## src/rtl/frame_counter.sv

```systemverilog
// APU frame sequencer: quarter/half-frame clock pulses and the frame IRQ, configured by $4017.
// Define FRAME_COUNTER_PAL_EN for 2A07 (PAL) step values; NTSC timing otherwise.
module frame_counter #(
  parameter int RESET_DELAY = 3
) (
  input  logic       clk,
  input  logic       reset,
  input  logic       cpu_ce,
  input  logic       wr_4017,
  input  logic [7:0] wr_data,
  input  logic       irq_ack,
  output logic       quarter_frame,
  output logic       half_frame,
  output logic       frame_irq,
  output logic       mode_5step
);

`ifdef FRAME_COUNTER_PAL_EN
  localparam logic [15:0] STEP1  = 16'd8313;
  localparam logic [15:0] STEP2  = 16'd16627;
  localparam logic [15:0] STEP3  = 16'd24939;
  localparam logic [15:0] LAST4  = 16'd33252;
  localparam logic [15:0] LAST5  = 16'd41565;
`else
  localparam logic [15:0] STEP1  = 16'd7457;
  localparam logic [15:0] STEP2  = 16'd14913;
  localparam logic [15:0] STEP3  = 16'd22371;
  localparam logic [15:0] LAST4  = 16'd29829;
  localparam logic [15:0] LAST5  = 16'd37281;
`endif

  logic [15:0] c;
  logic        mode;
  logic        inhibit;
  logic [2:0]  dly;

  logic [15:0] last;
  logic        ev_q, ev_h, ev_irq;
  logic        fire;
  logic        unused_wr_bits;

  assign unused_wr_bits = ^wr_data[5:0];
  assign mode_5step     = mode;

  always_comb begin
    last   = mode ? LAST5 : LAST4;
    ev_h   = (c == STEP2) || (c == last);
    ev_q   = (c == STEP1) || (c == STEP3) || ev_h;
    ev_irq = !mode && ((c == LAST4 - 16'd1) || (c == LAST4));
  end

  // A write landing on the expiring tick reloads the delay instead of firing.
  assign fire = cpu_ce && (dly == 3'd1) && !wr_4017;

  always_ff @(posedge clk) begin
    if (reset) begin
      c             <= '0;
      mode          <= 1'b0;
      inhibit       <= 1'b0;
      dly           <= '0;
      frame_irq     <= 1'b0;
      quarter_frame <= 1'b0;
      half_frame    <= 1'b0;
    end else begin
      quarter_frame <= 1'b0;
      half_frame    <= 1'b0;

      if (fire) begin
        c             <= '0;
        dly           <= '0;
        // Gate on the current pulse so a fire right after a decoded event
        // never stretches a pulse to two clks.
        quarter_frame <= mode && !quarter_frame;
        half_frame    <= mode && !half_frame;
      end else if (cpu_ce) begin
        c             <= (c == last) ? '0 : c + 16'd1;
        quarter_frame <= ev_q && !quarter_frame;
        half_frame    <= ev_h && !half_frame;
        if (dly != 3'd0 && !wr_4017)
          dly <= dly - 3'd1;
      end

      if (irq_ack || (wr_4017 && wr_data[6]))
        frame_irq <= 1'b0;
      if (cpu_ce && !fire && ev_irq && !inhibit)
        frame_irq <= 1'b1;

      if (wr_4017) begin
        mode    <= wr_data[7];
        inhibit <= wr_data[6];
        dly     <= 3'(RESET_DELAY);
      end
    end
  end

endmodule

```

## config.mk

```make
export PLATFORM = sky130hd
export DESIGN_NAME = frame_counter
export DESIGN_NICKNAME = d
export VERILOG_FILES = /design/src/rtl/frame_counter.sv
export SDC_FILE = /design/constraint.sdc
export NUM_CORES = 1
export LEC_CHECK = 0
export CORE_MARGIN = 5
export CORE_UTILIZATION = 38
export CTS_BUF_LIST = sky130_fd_sc_hd__clkbuf_8
export CTS_CLUSTER_SIZE = 20
export DETAILED_ROUTE_END_ITERATION = 7
export PLACE_DENSITY = 0.57
export SLEW_MARGIN = 40
export SYNTH_ARGS = -nofsm -noshare
export SYNTH_HDL_FRONTEND = slang
export SYNTH_SLANG_ARGS = --single-unit
```

## constraint.sdc

```tcl
create_clock -name clk -period 2.15 [get_ports clk]
set_input_delay 0.43 -clock clk [delete_from_list [all_inputs] [get_ports clk]]
set_output_delay 0.43 -clock clk [all_outputs]
set_load 0.01 [all_outputs]
```

Word level (Yosys, flattened, before mapping)
Index checks and enable logic that the tools add are counted.
{"block": "word_totals", "ff_bits": 24, "inputBits": 13, "out_inout_bits": 4, "wordCells": 60}
{"block": "classes", "addsub": 2, "eq_ne": 7, "muxes": 12, "reduce_logical": 31}
{"cell": "== test 16 x 15 -> 1 bit (second input constant)", "n": 3}
{"cell": "2-to-1 mux 16 bit", "n": 2}
{"cell": "adder 16 x 1 -> 16 bit (second input constant)", "n": 1}
{"cell": "== test 16 x 13 -> 1 bit (second input constant)", "n": 1}
{"cell": "== test 16 x 14 -> 1 bit (second input constant)", "n": 1}
{"cell": "== test 16 bit", "n": 1}
{"cell": "logical AND 1 bit", "n": 12}
{"cell": "nonzero test 3 bit", "n": 3}
{"cell": "2-to-1 mux 2 bit", "n": 4}
{"cell": "zero test 1 bit", "n": 6}
{"cell": "2-to-1 mux 1 bit", "n": 6}
{"cell": "logical OR 1 bit", "n": 5}
{"cell": "AND reduction 2 bit", "n": 2}
{"cell": "== test 3 x 1 -> 1 bit (second input constant)", "n": 1}
{"cell": "OR reduction 3 bit", "n": 1}
{"cell": "subtractor 3 x 1 -> 3 bit (second input constant)", "n": 1}
{"cell": "nonzero test 2 bit", "n": 1}
{"cell": "OR reduction 2 bit", "n": 1}

Longest topological paths before layout
Gate-level depths: netlist of the first run.
{"block": "depth", "word_depth": 8, "ltp_mapped": 7, "depth_no_buf": 7}

Worst setup path after synthesis of the first run
Ideal clock, no wire load.
{"block": "synth_timing", "path_type": "register -> register", "start": "register c[0]", "end": "register quarter_frame", "setup_time_ns": 0.091, "t_arrival_ns": 1.684, "required_time_ns": 2.059, "setup_slack_ns": 0.375, "stages_incl_launch_ff": 6, "path_buffers": 0, "period_less_slack_ns": 1.775, "cell_sequence": "dfxtp_1 ha_1 nor4bb_1 a22oi_1 or4b_1 a311oi_1"}
{"block": "synth_via", "elab_chain_len": 6, "elab_cells_between_ends": 10, "classes_between": "4 x eq/ne; 2 x mux; 4 x reduce/logical"}
{"element": "from (decl)", "line_no": "32", "source": "logic [15:0] c;"}
{"element": "from (signal assigned)", "line_no": "76", "source": "c <= (c == last) ? '0 : c + 16'd1;"}
{"element": "== test 16 x 13 -> 1 bit, or another cell as far along", "line_no": "48", "source": "ev_q = (c == STEP1) || (c == STEP3) || ev_h;"}
{"element": "logical OR 1 bit (on tied branches)", "line_no": "48, 47"}
{"element": "logical OR 1 bit *", "line_no": "48"}
{"element": "logical AND 1 bit *", "line_no": "77", "source": "quarter_frame <= ev_q && !quarter_frame;"}
{"element": "2-to-1 mux 1 bit *", "line_no": "75", "source": "end else if (cpu_ce) begin"}
{"element": "2-to-1 mux 1 bit *", "line_no": "68", "source": "if (fire) begin"}
{"element": "to (signal assigned)", "line_no": "73", "source": "quarter_frame <= mode && !quarter_frame;"}
{"element": "to (signal assigned)", "line_no": "77"}
{"element": "to (decl)", "line_no": "12", "source": "output logic quarter_frame,"}
Mark *: on every way between the ends. The rest lies on a longest branch, timed or not.
A chain may end at the register's enable or synchronous reset.

Final worst setup path of the first run
Ends and elaborated chain as after synthesis.

==> metrics.md, run 1 <==
| Metric | Value |
|---|---|
| CP required | between 2 and 2.5 ns |
| Sequential area share after synthesis | 0.337 |
| Fillcell total | between 300 and 400 |
| IO buf count | 10 |
| Share of cells above drive strength 1 | 0.154 |
| Async SR Flop Fraction | 0 |
| Distinct cell type count after synthesis | 49 |
| Delay of the slowest cell on the worst path | roughly 0.53 ns |
| # diodes | 0 |
| WHS | roughly 0.43 ns |
| Synth-to-Final Area Change | 14.4% |
| Tmin final | about 2.0 ns |
| CTS sink count | 24 |
| Nets | approximately 200 |
| Hold Fails Final Rpt | 0 |
| Internal power | 662 uW |
| Setup Skew | 0.00461 ns |
| Slew Limit Fails | 0 |
| Most frequent standard cell in the layout excluding fill and tap cells | dfxtp_1 |
| Global-route wire length before repair | 5.20 mm |
| Post-DRT Antenna Nets | 0 |
| Post-CTS Hold Buffers | 0 |
| Final TNS setup | 0 ns |
| Placement Rows | 22 |
| Buf/Inv on CP | 0 |
| Core Area | 3630 um^2 |
| Top Ports | 17 |
| Place WS | 0.0697 ns |
| Crit-path cells | ha_1 -> nor4bb_1 -> a22oi_1 -> or4b_1 -> a311oi_1 |
| Area share of the largest cell type after synthesis | 0.337 |
| Status | finished, final reports clean |
| CTS tree | built |
| FF+latch count, synth | 24 |
| Drt first pass iters | 4 |
| Die width | ~70 um |
| Worst slew margin | 0.620 |
| Leak | 0.000539 uW |
| Logic gate share of total power | 0.109 |
| Net Switching | around 210 uW |
| Top FF cell, synth | dfxtp_1 |
| Post-cts gate resize count | 0 |
| Period utilization | 0.928 |
| Synth warnings | 0 |
| # H-tree levels | 1 |
| Fmax | about 0.5 GHz |
| Number of flops mapped to enable cells by yosys | 0 |
| Post-CTS Setup Inserts | 0 |
| Height of the die | 71.2 um |
| Synth top area cells | dfxtp_1 34%, ha_1 5.3%, nand2_1 4.0% |
| Clock Power Share | 0.357 |
| Worst setup SP type | flip-flop |
| Grt ovf | 0 |
| GPL Wtd Cong | between 0.7 and 0.8 |
| Synth Area in Compound Gates | 0.166 |
| Max_cap viols | 0 |
| Largest net degree at the start of global routing | 14 |
| Seq pwr share | 0.534 |
| Critical path class | reg -> reg |
| Die area | roughly 5000 um^2 |
| Largest family of logic cells by synthesized area | simple AND/OR/NAND/NOR gates |
| Final instance area | 1630 um^2 |
| Aggregate routed wire length | 3.05 mm |
| CTS root buf | clkbuf_8 |
| Placed cell areas | about 1600 um^2 |
| Cell Area, Synth | 1420 um^2 |
| Slew of the pin with the lowest slew margin | between 0.5 and 0.6 ns |
| Switching share of power | 0.242 |
| Multiplexer share of the synthesized area | 0 |
| Initial Util | 0.392 |
| Worst VDD drop | between 200 and 250 uV |
| Crit-path max FO | 5 |
| Vias | roughly 1200 |
| DR WL/cell | 13.7 um |
| Vias in the first global route | roughly 1100 |
| Kind of cell adding the most delay to the critical path | simple AND/OR/NAND/NOR gates |
| Net count after synthesis | 182 |
| Area leader, netlist | dfxtp_1 |
| Slowest-stage cell, CP | or4b_1 |
| Avg Cell Area, Syn | 8.74 um^2 |
| Dpl hpwl | 2.31 mm |
| PnR worst setup slack | roughly 0.15 ns |
| Synth Area in XOR/XNOR | 0.0554 |
| TritonCTS Buffers | 3 |
| Iteration-0 DRC Markers | slightly below 70 |
| Hold Crit Class | reg -> reg |
| Clk_lat worst skew | between 0.2 and 0.3 ns |
| Commonest cells after routing, fill and taps aside | 24 x dfxtp_1, 15 x nand2_1, 11 x a21oi_1 |
| Non-Filler Instances | about 220 |
| GRT Total Usage | 0.125 |
| DR vias/cell | approximately 5.4 |
| Simple-Gate Fraction of Synth Area | 0.334 |
| Clk pin slew, worst setup/hold paths | approximately 0.09 ns |
| WP data arrival | around 2.2 ns |
| Initial antenna violation count | 0 |
| Placed Cells | between 200 and 250 |
| Post-Synth Adder-Cell Area | 0.0527 |
| RSZ-0062 raised after global routing | no |
| Longest Clk Path Bufs | 2 |
| Final setup vio count | 0 |
| Gate Count Post-Synth | 163 |
| DRC errors left | 0 |
| Critical path endpoint category | flip-flop |
| Pwr dens | 536 nW/um^2 |
## layer usage
layer	part of all wire	wire, um	GRT usage	up-vias
li1	-	-	-	616
met3	0.021	64	0.0224	8
met4	0.027	82	0.0689	0
met1	0.51	1550	0.172	566
met5	0	0	0	-
met2	0.44	1360	0.185	13
## kinds of logic (layout without fill, tap and decap cells)
| group | Yosys count | in the layout |
|---|---|---|
| compound gates | 35 | 35 |
| simple gates | 74 | 74 |
| buf+inv | 15 | 27 |
| fa+ha+maj | 6 | 6 |
| xor+xnor | 9 | 9 |
| flops | 24 | 24 |
## final cells by class
type                            instances  area (um^2)  share of cell area
Multi-Input combinational cell        124          866               0.531
Sequential cell                        24          480               0.295
Timing Repair Buffer                   15          138              0.0845
Tap cell                               48         60.1              0.0369
Clock buffer                            4         55.1              0.0338
Inverter                                8         30.0              0.0184
## Yosys cell counts, drive strengths merged, types with 3 or more instances
library cell / number
buf: 6
o21ai: 7
nand3: 8
nor2: 14
xnor2: 5
or3: 3
o211ai: 3
inv: 8
nand4: 5
ha: 6
xor2: 4
and3: 3
a21oi: 13
nor4bb: 3
dfxtp: 24
nand2: 15
o31ai: 3
## stage by stage
stage               total power, uW  utilization
floorplan                       536            -
global placement                567        0.433
detailed placement              572        0.433
CTS                             884        0.448
global route                    913        0.448
finish                          874        0.448
## state kept, by name, indices dropped and copies added (netlist names)
name	cells
inhibit	1
quarter_frame	1
dly	3
c	16
mode_5step	1
frame_irq	1
half_frame	1
## path summary, 6_finish.rpt
check | startpoint | endpoint | slack [ns] | cells after the start
hold / removal | half_frame | half_frame | 0.43 | 1
hold reg to reg | half_frame | half_frame | 0.43 | 1
setup / recovery | c[0] | quarter_frame | 0.15 | 5
setup reg to reg | c[0] | quarter_frame | 0.15 | 5
## worst register-to-register path, cell delays in order (launching register included)
cell	delay, ns
dfxtp_1	0.46
ha_1	0.26
nor4bb_1	0.28
a22oi_1	0.10
or4b_1	0.53
a311oi_1	0.28
## power groups by stage
stage,clock [uW],sequential [uW],combinational [uW]
6_report,312,466,95.5
5_1_grt,339,468,106
4_1_cts,322,466,95.7
3_5_place_dp,0,477,95.2
3_3_place_gp,0,476,91.4
2_1_floorplan,0,474,62.1
(Power assumes the default switching activity.)
==> run 2: changes to the inputs <==
- CAP_MARGIN: unset -> 20
- SETUP_SLACK_MARGIN: unset -> 0.15
==> run 2 against run 1 <==
  * Critical path depth is the same
  * Total power grew 0.16%
  * Setup slack gained 0.078 ns
  * Clock power is essentially flat
  * Global-route usage is the same
  * Die area is the same
==> metrics.md, run 2 (synthesis results as in run 1) <==
| Metric | Value |
|---|---|
| Delay of the slowest cell on the worst path | approximately 0.53 ns |
| Nets | 195 |
| Largest net degree at the start of global routing | 14 |
| Hold Fails Final Rpt | 0 |
| Internal power | between 600 and 700 uW |
| CTS sink count | 24 |
| Top flop regs | c x16, dly x3 |
| GPL Wtd Cong | a little under 0.8 |
| Worst VDD drop | roughly 250 uV |
| Tmin final | about 1.9 ns |
| Buf/Inv on CP | 0 |
| Initial antenna violation count | 0 |
| Most frequent standard cell in the layout excluding fill and tap cells | dfxtp_1 |
| Max FFs per register | 16 |
| Clk pin slew, worst setup/hold paths | roughly 0.090 ns |
| Initial Util | 0.392 |
| Logic gate share of total power | 0.109 |
| Global-route wire length before repair | between 5 and 6 mm |
| Post-DRT Antenna Nets | 0 |
| Net Switching | about 210 uW |
| Core Area | between 3000 and 4000 um^2 |
| Top Ports | 17 |
| Max_cap viols | 0 |
| DR WL/cell | roughly 14 um |
| Final instance area | between 1500 and 2000 um^2 |
| Crit-path cells | ha_1 -> nor4bb_1 -> a22oi_1 -> or4b_1 -> a311oi_1 |
| Crit-path max FO | 5 |
| Vias in the first global route | approximately 1100 |
| Seq pwr share | 0.534 |
| Critical path endpoint category | flip-flop |
| Dpl hpwl | ~2.3 mm |
| Worst slew margin | 0.608 |
| Slowest-stage cell, CP | or4b_1 |
| Iteration-0 DRC Markers | roughly 70 |
| Largest reg by FF count | c |
| Post-CTS Hold Buffers | 0 |
| # diodes | 0 |
| Kind of cell adding the most delay to the critical path | simple AND/OR/NAND/NOR gates |
| RSZ-0062 raised after global routing | no |
| IO buf count | 10 |
| Final TNS setup | 0 ns |
| Pwr dens | between 500 and 600 nW/um^2 |
| Grt ovf | 0 |
| Synth-to-Final Area Change | 14.6% |
| WP data arrival | ~2.1 ns |
| Height of the die | about 70 um |
| CP required | 2.33 ns |
| DRC errors left | 0 |
| CTS root buf | clkbuf_8 |
| Clock Power Share | 0.357 |
| Status | finished, final reports clean |
| DR vias/cell | about 5.5 |
| Post-CTS Setup Inserts | 0 |
| Die area | 5070 um^2 |
| Longest Clk Path Bufs | 2 |
| Critical path class | reg -> reg |
| TritonCTS Buffers | 3 |
| Setup Skew | about 0.0043 ns |
| Switching share of power | 0.243 |
| Drt first pass iters | 4 |
| Placed cell areas | roughly 1600 um^2 |
| Aggregate routed wire length | 3.07 mm |
| Slew of the pin with the lowest slew margin | roughly 0.58 ns |
| Commonest cells after routing, fill and taps aside | 22 x dfxtp_1, 15 x nand2_1, 11 x a21oi_1 |
| Placement Rows | 22 |
| CTS tree | built |
| Period utilization | 0.892 |
| Slew Limit Fails | 0 |
| GRT Total Usage | 0.125 |
| Vias | around 1200 |
| Final setup vio count | 0 |
| # H-tree levels | 1 |
| Worst setup SP type | flip-flop |
| Share of cells above drive strength 1 | 0.166 |
| Hold Crit Class | reg -> reg |
| Leak | about 0.00054 uW |
| Fmax | between 0.5 and 0.6 GHz |
| Clk_lat worst skew | 0.27 ns |
| Die width | 71.2 um |
-- run 2: cell count changes in the layout (fill, tap and decap cells not counted) --
cell | previous run | this run
dfxtp_2 | 0 | 2
dfxtp_1 | 24 | 22
-- run 2: metrics by stage --
stage | hold WS, ns | util | worst slack (ns) | instances | power, uW
after floorplan | 0.431 | - | 0.375 | 163 | 536
after global placement | 0.409 | 0.433 | 0.0806 | 219 | 567
after detailed placement | 0.417 | 0.433 | 0.0697 | 219 | 572
after CTS | 0.432 | 0.449 | 0.179 | 223 | 884
after global routing | 0.457 | 0.449 | 0.174 | 223 | 914
final | 0.426 | 0.449 | 0.233 | 223 | 875
-- run 2: worst reg2reg max path, stage by stage, from the launching register on --
cell	delay, ns
dfxtp_2	0.41
ha_1	0.24
nor4bb_1	0.28
a22oi_1	0.10
or4b_1	0.53
a311oi_1	0.28
-- run 2: final cells by class --
type                       instances  area, um^2
clock buffer                       4        55.1
sequential                        24         483
multi-input combinational        124         866
inverter                           8        30.0
tap                               48        60.1
timing repair buffer              15         138
fill                             385        2000
-- run 2: per-layer routing --
layer,global-route usage,vias to the layer above,wire length (um)
li1,-,617,-
met1,0.172,568,1540
met2,0.185,24,1350
met3,0.0224,8,86
met4,0.0689,0,82
met5,0,-,0
-- run 2: path summary, 6_finish.rpt --
| path | slack (ns) | to | cells past startpoint | from |
|---|---|---|---|---|
| hold reg to reg | 0.43 | half_frame | 1 | half_frame |
| hold / removal | 0.43 | half_frame | 1 | half_frame |
| setup reg to reg | 0.23 | quarter_frame | 5 | c[0] |
| setup / recovery | 0.23 | quarter_frame | 5 | c[0] |
-- run 2: repair_timing --
action / in CTS / in global routing
gates cloned: 0 / 0
gates resized for setup: 1 / 1
endpoints found under the setup margin: 1 / 1
-- run 2: power by group through the flow --
stage,clock network [uW],registers (uW),logic (uW)
after detailed placement,0,477,95.2
after floorplan,0,474,62.1
after CTS,322,467,95.7
after global placement,0,476,91.4
after global routing,339,469,106
final,312,467,95.6
==> run 3: changes to the inputs <==
- clock period: 2.15 -> 1.91 ns (I/O delays scaled with it)
==> run 3 against run 2 <==
  * Final cell count up 4.5%
  * Combinational power up 30%
  * Sequential share of layout area down 2.0 points
  * Clock skew up 0.0022 ns
  * Hold slack better by 0.016 ns
  * Register-to-register slack worse by 0.06 ns
  * Wire length up 3.5%
  * First-iteration DRC count down 45%
  * Critical path type unchanged
  * Critical endpoint unchanged
  * Largest cell class unchanged
  * Highest routed layer unchanged
==> metrics.md, run 3 (synthesis results as in run 1) <==
| Metric | Value |
|---|---|
| Aggregate routed wire length | around 3.2 mm |
| Clk_lat worst skew | approximately 0.27 ns |
| Setup Skew | around 0.0065 ns |
| CTS sink count | 24 |
| Iteration-0 DRC Markers | 38 |
| Die width | 71.2 um |
| GR peak layer | met2 |
| Switching share of power | 0.244 |
| Share of cells above drive strength 1 | 0.292 |
| Largest net degree at the start of global routing | 13 |
| Worst Hold Endpoint | quarter_frame |
| Placed Cells | between 200 and 250 |
| Height of the die | between 70 and 80 um |
| GRT Total Usage | 0.133 |
| Net Switching | roughly 230 uW |
| WHS Path Cells | 1 |
| Vias in the first global route | about 1200 |
| Logic gate share of total power | 0.131 |
| Hold path startpoint | quarter_frame |
| Seq pwr share | 0.555 |
| Status | finished, final reports clean |
| # H-tree levels | 1 |
| Final setup vio count | 0 |
| DRC errors left | 0 |
| CTS root buf | clkbuf_8 |
| TritonCTS Buffers | 3 |
| Met3 GRT Util | 0.0210 |
| Worst VDD drop | 266 uV |
| Design Power | 945 uW |
| Delay of the slowest cell on the worst path | approximately 0.53 ns |
| Dpl hpwl | about 2.4 mm |
| # diodes | 0 |
| Initial Util | 0.392 |
| Fillcell total | about 370 |
| Max FFs per register | 16 |
| Placement Rows | 22 |
| Slowest-stage cell, CP | dfxtp_1 |
| FF-to-FF Start | c[11] |
| Critical path class | reg -> reg |
| Fmax | a little under 0.6 GHz |
| Met1 Use GR | 0.184 |
| Tmin final | between 1.5 and 2 ns |
| R2r endpoint | quarter_frame |
| Global-route wire length before repair | 5.44 mm |
| Post-DRT Antenna Nets | 0 |
| IO buf count | 10 |
| Nets | between 200 and 250 |
| Max_cap viols | 0 |
| Top Ports | 17 |
| Pwr dens | 528 nW/um^2 |
| Critical path endpoint category | flip-flop |
| Hold Crit Class | reg -> reg |
| WP data arrival | about 1.9 ns |
| Die area | just over 5000 um^2 |
| Clock Power Share | 0.313 |
| Top flop regs | c x16, dly x3 |
| Hold Fails Final Rpt | 0 |
| Clk pin slew, worst setup/hold paths | roughly 0.080 ns |
| Grt ovf | 0 |
| Reg2reg path depth | 4 |
| Initial antenna violation count | 0 |
| Internal power | about 710 uW |
| Slew of the pin with the lowest slew margin | roughly 0.65 ns |
| Largest reg by FF count | c |
| Crit-path cells | and4bb_1 -> a22oi_1 -> or4b_4 -> a311oi_2 |
| CTS tree | built |
| Worst setup SP type | flip-flop |
| DR vias/cell | 5.32 |
| Slew Limit Fails | 0 |
| Longest Clk Path Bufs | 2 |
| CP required | around 2.1 ns |
| Worst slew margin | 0.561 |
| Crit-path max FO | 6 |
| Met2 usage | 0.206 |
| DR WL/cell | approximately 14 um |
| GPL Wtd Cong | 0.798 |
| Drt first pass iters | 4 |
| Period utilization | 0.908 |
| RSZ-0062 raised after global routing | yes |
| Vias | roughly 1200 |
| Core Area | around 3600 um^2 |
| Leak | 0.000607 uW |
| Non-Filler Instances | around 230 |
| Synth-to-Final Area Change | 25.6% |
| Commonest cells after routing, fill and taps aside | 15 x nand2_1, 15 x dfxtp_1, 15 x buf_4 |
| Worst R2R Setup Slack | 0.18 ns |
run 3: cell types whose count changed in the layout (fill, tap and decap cells not counted), sizes merged:
cell | before | now
buf | 5 | 16
clkbuf | 4 | 3
dlymetal6s2s | 0 | 1
clkdlybuf4s50 | 10 | 9
run 3: how the worst max path moves through the flow:
stage                          endpoint  slack (ns)  cells past startpoint   start
final                     quarter_frame        0.18                      4   c[11]
after global routing      quarter_frame         0.1                      5    c[0]
after CTS                 quarter_frame        0.15                      6    c[1]
after detailed placement          c[15]        -0.1                      5  cpu_ce
after global placement            c[15]       -0.08                      5  cpu_ce
after floorplan           quarter_frame        0.16                      5    c[1]
run 3: stage by stage:
stage | util | cell area (um^2) | hold slack [ns] | worst slack, ns | TNS [ns]
after floorplan | - | 1430 | 0.431 | 0.160 | 0
after global placement | 0.456 | 1660 | 0.410 | -0.0819 | -0.232
after detailed placement | 0.456 | 1660 | 0.413 | -0.0953 | -0.294
after CTS | 0.470 | 1710 | 0.438 | 0.151 | 0
after global routing | 0.492 | 1790 | 0.454 | 0.0952 | 0
final | 0.492 | 1790 | 0.442 | 0.176 | 0
run 3: power groups by stage:
stage,Sequential [uW],Clock [uW],Combinational [uW]
after CTS,523,308,120
after global placement,535,0,114
after detailed placement,536,0,119
after global routing,527,331,137
final,525,296,124
after floorplan,534,0,70.0
run 3: layout make-up:
class                           count  area [um^2]  area share
Inverter                            8         30.0      0.0168
Timing Repair Buffer               26          235       0.132
Multi-Input combinational cell    124          927       0.519
Clock buffer                        3         41.3      0.0231
Tap cell                           48         60.1      0.0336
Sequential cell                    24          494       0.276
run 3: worst max-delay path, delay by kind of cell, from the launching register on:
family	cells	cell delay [ns]
compound gates	2	0.33
flops	1	0.53
simple gates	2	0.80
run 3: layer usage:
layer	part of all wire	wire length (um)
met1	0.49	1560
met2	0.47	1500
met3	0.017	53
met4	0.016	51
met5	0	0
run 3: timing repair:
action | CTS | global route
pin swaps | 1 | 2
hold buffers | 0 | 0
endpoints found under the hold margin | 0 | 0
setup endpoints to repair | 1 | 14
gates resized for setup | 3 | 18
setup buffers | 0 | 2
